`src/rtl/cpu_pkg.sv`:
```
// Shared definitions for the 8-bit processor front end.
package cpu_pkg;

  localparam int unsigned   OP_W         = 8;
  localparam logic [7:0]    HALT_OP_DEF  = 8'hFF;
  localparam int unsigned   LONG_BIT_DEF = 7;

  typedef enum logic [1:0] {
    FETCH_OP  = 2'd0,
    FETCH_ARG = 2'd1,
    HOLD      = 2'd2,
    HALT      = 2'd3
  } fetch_state_e;

endpackage

```
`src/rtl/instr_fetch_unit.sv`:
```
// Fetch stage: reads one- or two-byte instructions from a combinational
// instruction memory, presents them to decode with valid/ready, and handles
// branch redirects and the halt opcode.
module instr_fetch_unit
  import cpu_pkg::*;
#(
  parameter logic [OP_W-1:0] RESET_PC = 8'h00,
  parameter logic [OP_W-1:0] HALT_OP  = HALT_OP_DEF,
  parameter int unsigned     LONG_BIT = LONG_BIT_DEF
) (
  input  logic            clk,
  input  logic            rst_n,
  output logic            im_read,
  output logic [OP_W-1:0] im_addr,
  input  logic [OP_W-1:0] im_data,
  output logic            instr_valid,
  input  logic            decode_ready,
  output logic [OP_W-1:0] opcode,
  output logic [OP_W-1:0] operand,
  output logic [OP_W-1:0] instr_pc,
  input  logic            branch_valid,
  input  logic [OP_W-1:0] branch_target,
  output logic            halted
);

  fetch_state_e    state_q, state_d;
  logic [OP_W-1:0] pc_q, pc_d;
  logic [OP_W-1:0] opcode_q, opcode_d;
  logic [OP_W-1:0] operand_q, operand_d;
  logic [OP_W-1:0] instr_pc_q, instr_pc_d;

  // State, PC and instruction registers with synchronous active-low reset.
  always_ff @(posedge clk) begin
    if (!rst_n) begin
      state_q    <= FETCH_OP;
      pc_q       <= RESET_PC;
      opcode_q   <= '0;
      operand_q  <= '0;
      instr_pc_q <= '0;
    end else begin
      state_q    <= state_d;
      pc_q       <= pc_d;
      opcode_q   <= opcode_d;
      operand_q  <= operand_d;
      instr_pc_q <= instr_pc_d;
    end
  end

  // Next-state and memory-port decode; a branch outside HALT pre-empts
  // everything, including an accept in the same cycle.
  always_comb begin
    state_d    = state_q;
    pc_d       = pc_q;
    opcode_d   = opcode_q;
    operand_d  = operand_q;
    instr_pc_d = instr_pc_q;
    im_read    = 1'b0;
    im_addr    = pc_q;

    if (state_q == FETCH_OP || state_q == FETCH_ARG) begin
      im_read = 1'b1;
    end

    if (branch_valid && state_q != HALT) begin
      pc_d    = branch_target;
      state_d = FETCH_OP;
    end else begin
      case (state_q)
        FETCH_OP: begin
          opcode_d   = im_data;
          instr_pc_d = pc_q;
          pc_d       = pc_q + 8'd1;
          if (im_data[LONG_BIT]) begin
            state_d = FETCH_ARG;
          end else begin
            operand_d = '0;
            state_d   = HOLD;
          end
        end
        FETCH_ARG: begin
          operand_d = im_data;
          pc_d      = pc_q + 8'd1;
          state_d   = HOLD;
        end
        HOLD: begin
          if (decode_ready) begin
            state_d = (opcode_q == HALT_OP) ? HALT : FETCH_OP;
          end
        end
        default: begin
          state_d = HALT;
        end
      endcase
    end
  end

  assign instr_valid = (state_q == HOLD);
  assign halted      = (state_q == HALT);
  assign opcode      = opcode_q;
  assign operand     = operand_q;
  assign instr_pc    = instr_pc_q;

endmodule

```
`config.mk`:
```
export PLATFORM = sky130hd
export DESIGN_NAME = instr_fetch_unit
export DESIGN_NICKNAME = d
export VERILOG_FILES = /design/src/rtl/cpu_pkg.sv /design/src/rtl/instr_fetch_unit.sv
export SDC_FILE = /design/constraint.sdc
export NUM_CORES = 1
export LEC_CHECK = 0
export CAP_MARGIN = 25
export CORE_UTILIZATION = 40
export CTS_CLUSTER_DIAMETER = 30
export CTS_CLUSTER_SIZE = 40
export DETAILED_ROUTE_END_ITERATION = 16
export PLACE_DENSITY = 0.73
export SETUP_SLACK_MARGIN = 0.4
export SYNTH_ARGS = -nofsm -noshare
export SYNTH_HDL_FRONTEND = slang
export SYNTH_SLANG_ARGS = --single-unit
```
`constraint.sdc`:
```
create_clock -name clk -period 1.67 [get_ports clk]
set_input_delay 0.334 -clock clk [delete_from_list [all_inputs] [get_ports clk]]
set_output_delay 0.334 -clock clk [all_outputs]
set_load 0.01 [all_outputs]
```
==> impl_metrics.py <==
metrics = {
    "cts": {
        "path_clk_slew_ps": 60,
        "cts_tree": "yes",
        "root_buffer": "clkbuf_8",
        "cts_buffers": 5,
        "insertion_delay_ps": 280,
        "holdBufCountCts": 0,
        "clk_path_buf_depth": 2,
        "htreeDepth": 2,
        "cts_num_sinks": 34,
    },
    "timing": {
        "clock-skew-final_ps": 3.59,
        "setup_viol": 0,
        "fmax_ghz": 0.721,
        "worst_hold_slack_ps": 445,
        "rsz0062_at_grt": "true",
        "slew_headroom_pct": 62.7,
        "finalHoldViolations": 0,
        "drv_slew": 0,
        "tightest_slew_ps": 559,
        "fin_crit_ps": 1390,
        "fin_crit_sh_pct": 83.1,
    },
    "layout": {
        "fillers": 297,
        "drive_gt1_share_pct": 33.1,
        "num_antenna_cells": 0,
        "final_nets": 270,
        "syn_to_final_growth_pct": 56.0,
        "stdcell_count": 294,
    },
    "job": {
        "drv_cap": 0,
    },
    "grt": {
        "grt_first_pass_wirelength_um": 6380,
        "grt_pass1_vias": 1318,
        "antenna_found_initial": 0,
        "grt_remaining_overflow": 0,
        "grt_max_degree": 29,
        "grt_use_total_pct": 21.1,
    },
    "die": {
        "num_io_pins": 55,
        "core_area_sq_um": 3440,
        "initial_core_util_pct": 43.3,
        "fp.dieH_um": 63.1,
        "design.die.area_sq_um": 3980,
        "fp.dieW_um": 63.1,
        "rows": 21,
    },
    "synth": {
        "synth_top_area_share_pct": 45.6,
        "synth_nets": 197,
        "yosys.area.top_type": "dfxtp_1",
        "seq_area_frac_synth_pct": 45.6,
        "synth_ff_type": "dfxtp_1",
        "yosysWarnings": 0,
        "syn_area_per_cell_sq_um": 8.47,
        "synth_edf_count": 0,
        "synth_area_leaders": "dfxtp_1 (46%), nand2_1 (8.6%), a21oi_1 (7.7%), a21oi_2 (4.7%), nand2_2 (4.2%)",
        "ys_types": 35,
        "synth_seq_cells": 34,
        "syn_inst": 176,
        "synthArstFlopShare_pct": 0,
        "netlist_area_sq_um": 1490,
    },
    "power": {
        "power_frac_clock_pct": 31.2,
        "power_density_nw_per_um2": 807,
        "leakage_uw": 0.000968,
        "peakVddDrop_uv": 456,
        "combPwrFrac_pct": 21.2,
        "p_sw_uw": 507,
        "cellInternalPower_uw": 1370,
        "netSwitchingFraction_pct": 27.0,
        "p_seq_share_pct": 47.6,
    },
    "critical_path": {
        "start_kind": "register",
        "path_cells": "buf_6, buf_6, or3_4, buf_6, nand2_1, a21oi_1",
        "r2r_cells": 6,
        "ff2ff_setup_slack_ps": 280,
        "worst-path-max-fanout": 8,
        "crit_family": "simple AND/OR/NAND/NOR gates",
        "path_common_cell": "buf_6",
        "crit_path_max_incr_delay_ps": 390,
        "crit_type": "register to register",
        "r2r-end": "instr_pc[5]",
        "cp.arrival_ps": 1530,
        "cp_slowest_cell": "or3_4",
        "cp_num_buf_inv": 3,
        "critPathRequiredTime_ps": 1810,
        "end_kind": "register",
        "r2r_start": "state_q[1]",
    },
    "placed_design": {
        "placed_cells": 283,
        "gp_congestion": 0.794,
        "io_buffers": 54,
        "dp_hpwl_um": 2790,
    },
    "route": {
        "drc": 0,
        "routed_wl_um": 3930,
        "routedWlPerCell_um": 13.4,
        "firstDrtPassIters": 4,
        "via_count": 1477,
        "first_iter_violations": 69,
        "ant_nets": 0,
        "vias_per_cell": 5.02,
    },
    "min_path": {
        "min_path_cells": 2,
        "holdCritPathClass": "register to register",
        "min_to": "operand[6]",
        "hp-start": "operand[6]",
    },
    "run_status": {
        "status": "completed",
    },
}
==> power by group through the flow <==
stage / clock network, uW / registers, uW / logic [uW]
2_1_floorplan: 0 / 936 / 161
3_3_place_gp: 0 / 910 / 381
3_5_place_dp: 0 / 910 / 384
4_1_cts: 601 / 892 / 371
5_1_grt: 646 / 901 / 430
6_report: 586 / 894 / 399
==> synth_stat cells, types with 2 or more instances <==
cell	instances
a211oi_1	3
a21oi_1	23
a21oi_2	8
buf_2	2
buf_4	2
clkbuf_1	2
dfxtp_1	34
inv_1	2
inv_2	2
nand2_1	34
nand2_2	10
nand3_1	6
nand4_1	10
nor2_1	4
nor2b_1	2
nor3_1	2
o21ai_0	8
xnor2_1	4
xor2_1	2
==> flip-flops by register name, indices dropped and copies added (netlist names) <==
name      cells
operand       8
instr_pc      8
opcode        8
im_addr       8
state_q       2
==> stage by stage <==
stage               utilization (%)  total power [uW]  setup TNS, ps  worst slack [ps]  instance area, sq um
finish                         67.6              1880              0               282                  2330
CTS                            65.3              1860              0               170                  2250
detailed placement             62.4              1290          -12.8             -7.58                  2150
floorplan                         -              1100              0               357                  1500
global route                   67.6              1980              0               242                  2330
global placement               62.4              1290              0              53.8                  2150
==> per-layer routing <==
layer  vias up  share of wire, %  track usage, %
met1       683                47            28.3
met5         -                 0               0
met3         4               4.2            5.43
met2        37                47            31.9
met4         0               1.3            8.72
li1        753                 -               -
==> placed cells by master, fill, tap and decap left out, types with 2 or more instances in the layout <==
master	instances
buf_4	12
inv_4	2
clkdlybuf4s15_1	5
dfxtp_1	24
nor3_1	2
inv_1	2
a21oi_1	20
xnor2_1	4
clkbuf_8	6
buf_2	2
buf_6	9
xor2_1	2
a21oi_2	11
nand4_1	10
nand2_2	13
clkdlybuf4s50_1	19
dfxtp_2	7
nand2_4	2
dfxtp_4	3
a211oi_1	3
nor2_1	3
nand3_1	6
nand2_1	29
dlygate4sd2_1	21
o21ai_0	7
clkbuf_2	7
==> worst max-delay path by stage <==
stage	cells past startpoint	from	end	slack (ps)
after global placement	6	branch_valid	operand[3]	50
after floorplan	6	branch_valid	instr_pc[7]	360
after global routing	6	state_q[1]	instr_pc[1]	240
after detailed placement	5	branch_valid	im_addr[7]	-8
final	6	state_q[1]	instr_pc[5]	280
after CTS	2	state_q[0]	instr_valid	170
==> cell type report <==
class | count | area [sq um] | area share, %
tap | 46 | 57.6 | 2.47
multi-input combinational | 128 | 802 | 34.5
timing repair buffer | 75 | 661 | 28.4
inverter | 5 | 23.8 | 1.02
sequential | 34 | 701 | 30.1
clock buffer | 6 | 82.6 | 3.55
==> repair_timing <==
action                     4_1_cts  5_1_grt
pin swaps                        2        6
gates resized for setup         65       39
buffers inserted                 1        3
setup endpoints to repair       67       49
cloned                           0        1
==> kinds of logic after synthesis <==
logic type,after synthesis,synth area share [%]
adder cells (fa/ha/maj),1,0.839
multiplexers,1,0.671
AO/OA/AOI/OAI,47,19.0
flip-flops,34,45.6
buffers and inverters,14,5.45
XOR/XNOR,6,3.52
AND/OR/NAND/NOR,73,24.8
==> worst register-to-register path, stage by stage, from the launching register on <==
cell	delay, ps
dfxtp_4	350
buf_6	120
buf_6	110
or3_4	390
buf_6	150
nand2_1	70
a21oi_1	60
(Power assumes the default switching activity.)
